`config.mk`:
```
export PLATFORM = sky130hd
export DESIGN_NAME = sysid_reader
export DESIGN_NICKNAME = d
export VERILOG_FILES = /design/src/rtl/sysid_pkg.sv /design/src/rtl/sysid_reader.sv
export SDC_FILE = /design/constraint.sdc
export NUM_CORES = 1
export LEC_CHECK = 0
export BUFFER_PORTS_ARGS = -buffer_cell sky130_fd_sc_hd__buf_2
export CORE_ASPECT_RATIO = 2
export CORE_MARGIN = 5
export CORE_UTILIZATION = 46
export CTS_CLUSTER_SIZE = 28
export DETAILED_ROUTE_END_ITERATION = 16
export PLACE_DENSITY = 0.68
export SLEW_MARGIN = 20
export SYNTH_ARGS = -nofsm -noshare
export SYNTH_HDL_FRONTEND = slang
export SYNTH_SLANG_ARGS = --single-unit
```
`constraint.sdc`:
```
create_clock -name clock -period 2.6 [get_ports clock]
set_input_delay 0.26 -clock clock [delete_from_list [all_inputs] [get_ports clock]]
set_output_delay 0.26 -clock clock [all_outputs]
set_load 0.005 [all_outputs]
```
`src/rtl/sysid_pkg.sv`:
```
// Shared types and constants for the system-ID boot checker.
// Holds the FSM state encoding, the word addresses and the compare helper.
package sysid_pkg;

  localparam int DATA_W = 32;

  localparam logic ADDR_ID = 1'b0;
  localparam logic ADDR_TS = 1'b1;

  typedef enum logic [1:0] {
    IDLE  = 2'd0,
    RD_ID = 2'd1,
    RD_TS = 2'd2,
    FIN   = 2'd3
  } state_e;

  function automatic logic word_match(input logic [DATA_W-1:0] a, input logic [DATA_W-1:0] b);
    return (a == b);
  endfunction

endpackage

```
`src/rtl/sysid_reader.sv`:
```
// Avalon-MM master that reads the system-ID words and compares them to build-time constants.
// Flags a stuck slave through a bounded wait counter instead of hanging the boot check.
module sysid_reader
  import sysid_pkg::*;
#(
  parameter logic [31:0] EXPECTED_ID    = 32'd0,
  parameter logic [31:0] EXPECTED_TS    = 32'd1614243730,
  parameter int          TIMEOUT_CYCLES = 1024,
  parameter int          AUTO_START     = 1
) (
  input  logic              clock,
  input  logic              reset_n,
  input  logic              start,
  output logic              avm_address,
  output logic              avm_read,
  input  logic              avm_waitrequest,
  input  logic [DATA_W-1:0] avm_readdata,
  output logic              busy,
  output logic              done,
  output logic              id_match,
  output logic              ts_match,
  output logic              timeout,
  output logic [DATA_W-1:0] id_value,
  output logic [DATA_W-1:0] ts_value
);

  localparam logic [15:0] WAIT_LAST = 16'(TIMEOUT_CYCLES - 1);
  localparam logic        AUTO_EN   = (AUTO_START != 0);

  state_e            state_r;
  logic              auto_pend_r;
  logic [15:0]       wait_cnt_r;
  logic              avm_address_r;
  logic              avm_read_r;
  logic              busy_r;
  logic              done_r;
  logic              id_match_r;
  logic              ts_match_r;
  logic              timeout_r;
  logic [DATA_W-1:0] id_value_r;
  logic [DATA_W-1:0] ts_value_r;
  logic              accept_s;
  logic              wait_expired_s;

  assign accept_s       = avm_read_r && !avm_waitrequest;
  assign wait_expired_s = avm_waitrequest && (wait_cnt_r == WAIT_LAST);

  // Check sequencer: issues both reads, captures data, compares, aborts on a stalled slave.
  always_ff @(posedge clock or negedge reset_n) begin
    if (!reset_n) begin
      state_r       <= IDLE;
      auto_pend_r   <= AUTO_EN;
      wait_cnt_r    <= 16'd0;
      avm_address_r <= ADDR_ID;
      avm_read_r    <= 1'b0;
      busy_r        <= 1'b0;
      done_r        <= 1'b0;
      id_match_r    <= 1'b0;
      ts_match_r    <= 1'b0;
      timeout_r     <= 1'b0;
      id_value_r    <= {DATA_W{1'b0}};
      ts_value_r    <= {DATA_W{1'b0}};
    end else begin
      auto_pend_r <= 1'b0;
      case (state_r)
        IDLE: begin
          if (start || auto_pend_r) begin
            state_r       <= RD_ID;
            wait_cnt_r    <= 16'd0;
            avm_address_r <= ADDR_ID;
            avm_read_r    <= 1'b1;
            busy_r        <= 1'b1;
            done_r        <= 1'b0;
            id_match_r    <= 1'b0;
            ts_match_r    <= 1'b0;
            timeout_r     <= 1'b0;
            id_value_r    <= {DATA_W{1'b0}};
            ts_value_r    <= {DATA_W{1'b0}};
          end else begin
            state_r <= IDLE;
          end
        end
        RD_ID, RD_TS: begin
          if (accept_s) begin
            wait_cnt_r <= 16'd0;
            if (state_r == RD_ID) begin
              id_value_r    <= avm_readdata;
              avm_address_r <= ADDR_TS;
              state_r       <= RD_TS;
            end else begin
              ts_value_r    <= avm_readdata;
              avm_address_r <= ADDR_ID;
              avm_read_r    <= 1'b0;
              state_r       <= FIN;
            end
          end else if (wait_expired_s) begin
            // Abort leaves whatever was captured so far visible for diagnosis.
            wait_cnt_r    <= 16'd0;
            avm_read_r    <= 1'b0;
            avm_address_r <= ADDR_ID;
            timeout_r     <= 1'b1;
            done_r        <= 1'b1;
            busy_r        <= 1'b0;
            state_r       <= IDLE;
          end else begin
            wait_cnt_r <= wait_cnt_r + 16'd1;
          end
        end
        FIN: begin
          id_match_r <= word_match(id_value_r, EXPECTED_ID);
          ts_match_r <= word_match(ts_value_r, EXPECTED_TS);
          done_r     <= 1'b1;
          busy_r     <= 1'b0;
          state_r    <= IDLE;
        end
        default: begin
          avm_read_r <= 1'b0;
          busy_r     <= 1'b0;
          state_r    <= IDLE;
        end
      endcase
    end
  end

  assign avm_address = avm_address_r;
  assign avm_read    = avm_read_r;
  assign busy        = busy_r;
  assign done        = done_r;
  assign id_match    = id_match_r;
  assign ts_match    = ts_match_r;
  assign timeout     = timeout_r;
  assign id_value    = id_value_r;
  assign ts_value    = ts_value_r;

endmodule

```
==> impl_results.md <==
* Status: finished clean
* Area share of fa/ha/maj cells after synthesis at 0.0192
* Critical R2R Launch: state_r[0]
* CTS tree: built
* Least-Margin Pin Slew at 0.723 ns
* #FFs+latches synth at 90
* Post-synth top flop: dfrtp_1
* Most common cell on crit path: nand2_1
* Layout cells sized above 1 at 0.265
* Root buf cell: clkbuf_16
* Post-synthesis compound-gate area fraction at 0.131
* Die Ht at 140 um
* WP data arrival at 2.35 ns
* CP max stage cell: a31oi_2
* Max-Cap Viols at 0
* I/O Pins at 107
* Core Region at 8290 um^2
* Setup CP Type: register to register
* Post-synthesis mux area share at 0.00639
* Routed length per instance at 17.0 um
* Worst-path cell chain: inv_1 -> ha_1 -> nand2_1 -> a31oi_2 -> nand2_1 -> o311ai_0
* CP bufs+invs at 1
* Max Clock Skew at 0.00570 ns
* CTS clk-pin slew, worst paths at 0.06 ns
* Hold Crit Class: input port to register
* Final net count at 562
* CP max stage delay at 0.46 ns
* Final Util at 0.589
* CP Launch Point: state_r[0]
* Area growth syn-to-layout at 24.6%
* Non-Filler Instances at 622
* DP HPWL at 8050 um
* Clk sinks at 90
* Crit. End Element: register
* Initial Util at 0.472
* EDFF count, synth at 0
* Fin crit share at 0.824
* Met1 Use GR at 0.230
* Setup WS post-layout at 0.458 ns
* Rows at 47
* Total track usage at 0.213
* Mapped Nets at 454
* Multi-input gate area at 1580 um^2
* Vias after detailed routing at 3344
* Diodes inserted at 0
* Residual DRC count at 0
* Largest family of logic cells by synthesized area: simple AND/OR/NAND/NOR gates
* Yosys cell types at 46
* Number of vias per cell at 5.38
* Clock Tree Buf Depth at 2
* # Post-CTS Setup Buffers at 0
* P_leak at 2.59 nW
* I/O Buffers at 106
* Detail Route Antenna Nets at 0
* Hold Path Origin: avm_readdata[12]
* Worst slew margin at 0.516
* Design area at 4880 um^2
* CTS buffer count at 9
* First DRT Iteration DRCs at 216
* DRT Wirelength at 10600 um
* Worst Setup Start Kind: register
* DRT Pass-1 Iters at 4
* GR Layer Usage met3 at 0.0359
* CP top delay family: compound AO/OA/AOI/OAI gates
* WP data required at 2.81 ns
* R2R cell count at 6
* Period minus WS final at 2.14 ns
* Post-DP Area at 4620 um^2
* Register area share after synthesis at 0.575
* First-pass GRT wire length at 17000 um
* Crit-path max FO at 9
* GP Congestion at 0.866
* Total Power at 2.62 mW
* Cell Area, Synth at 3920 um^2
* Setup crit end: wait_cnt_r[5]
* Gr ovfl total at 0
* Fill cells at 755
* Hold Vio Cnt, Final at 0
* Synth Area in XOR/XNOR at 0.0157
* Max Fclk at 0.467 GHz
* Async S/R FF share, synth at 1.00
* Post-Place Cells at 606
* R2R setup slack at 0.46 ns
* Synth warnings at 0
* Peak supply drop at 364 uV
* R2r endpoint: wait_cnt_r[5]
* Die width at 75.2 um
* Largest net degree at the start of global routing at 65
* CP Depth at 6
* Cell Pwr Density at 536 nW/um^2
* Hold Worst Slack at 0.186 ns
* Synthesized area per cell at 9.51 um^2
* Storage cell area at 2250 um^2
* Setup WS pre-CTS at 0.488 ns
* Syn Inst Count at 412
* Die area at 10600 um^2
* Busiest layer in global routing: met2
* Setup violators final at 0
* Synth Area in Simple Gates at 0.226
* H-tree depth at 3
* Final slew viol count at 0
* Setup TNS at 0 ns
* Antenna violations before repair at 0
* RSZ-0062 raised after global routing: false
* Vias in the first global route at 3393
* M2 GR Usage at 0.384
* Skew-Pair Late Insertion Delay at 0.33 ns
[tightest hold or removal path: cells and delay by family]
family / cells / cell delay, ns
AOI/OAI and AO/OA: 1 / 0.06
and+or+nand+nor: 1 / 0.06
buffers and inverters: 1 / 0.09
[timing repair]
action / CTS / global route
resized for setup: 0 / 0
hold buffers: 1 / 0
endpoints found under the hold margin: 45 / 0
[logic make-up (layout without fill, tap and decap cells)]
kind of cell / Yosys count / count (layout)
AOI/OAI and AO/OA: 93 / 93
xor gates and xnor gates: 7 / 7
adders and majority gates: 6 / 6
buffers and inverters: 26 / 138
DFF: 90 / 90
muxes: 2 / 2
other: 1 / 1
and+or+nand+nor: 187 / 187
[placed cells by master, fill, tap and decap left out, types with 2 or more instances in the layout]
cell type,instances
nand2_1,112
buf_2,105
dfrtp_1,89
o21ai_0,75
nor2_1,20
nand3_1,11
nand4_1,9
clkbuf_16,9
inv_1,8
nor4_1,8
xor2_1,7
ha_1,6
buf_4,6
a21oi_1,5
nand2b_1,3
o311ai_0,3
nor4b_1,3
clkbuf_1,3
buf_12,3
nor3b_1,2
a22o_1,2
nor4bb_1,2
nand4b_1,2
clkinv_2,2
[synthesized netlist by cell type, types with 2 or more instances]
cell type,count,area share
nand2_1,112,0.11
dfrtp_1,89,0.57
o21ai_0,75,0.096
nor2_1,20,0.019
clkbuf_1,17,0.016
nand3_1,12,0.015
nand4_1,9,0.014
inv_1,8,0.0077
nor4_1,8,0.013
xor2_1,7,0.016
ha_1,6,0.019
a21oi_1,5,0.0064
nand2b_1,3,0.0048
nor4b_1,3,0.0067
o311ai_0,3,0.0067
a22o_1,2,0.0045
nand4b_1,2,0.0045
nor3b_1,2,0.0038
nor4bb_1,2,0.0051
[worst min path at each step]
stage / end / cells past startpoint
floorplan: avm_address / 0
global placement: ts_value[12] / 1
detailed placement: ts_value[12] / 1
CTS: ts_value[12] / 3
global route: ts_value[12] / 3
finish: ts_value[12] / 3
[per-layer routing]
metal / share of wire / routed length [um] / up-vias
met5: 0 / 0 / -
met4: 0.034 / 360 / 0
met3: 0.052 / 552 / 28
met2: 0.57 / 6030 / 92
met1: 0.35 / 3660 / 1585
li1: - / - / 1639
[power breakdown]
part           switching [mW]  internal (mW)
combinational          0.0511         0.0298
sequential           0.000474           1.40
clock                   0.494          0.639
total                   0.546           2.07
[cell type report]
cell class                 count  share of cell area
sequential                    90               0.462
multi-input combinational    296               0.324
timing repair buffer         115               0.131
clock buffer                  12              0.0484
tap                           98              0.0251
inverter                       8             0.00615
clock inverter                 3             0.00359
[sequential cells by signal, summed over array words and instances, names as in the netlist, 2 cells and up]
signal      count
id_value       32
wait_cnt_r     16
state_r         2
ts_value       32
(Power assumes the default switching activity.)
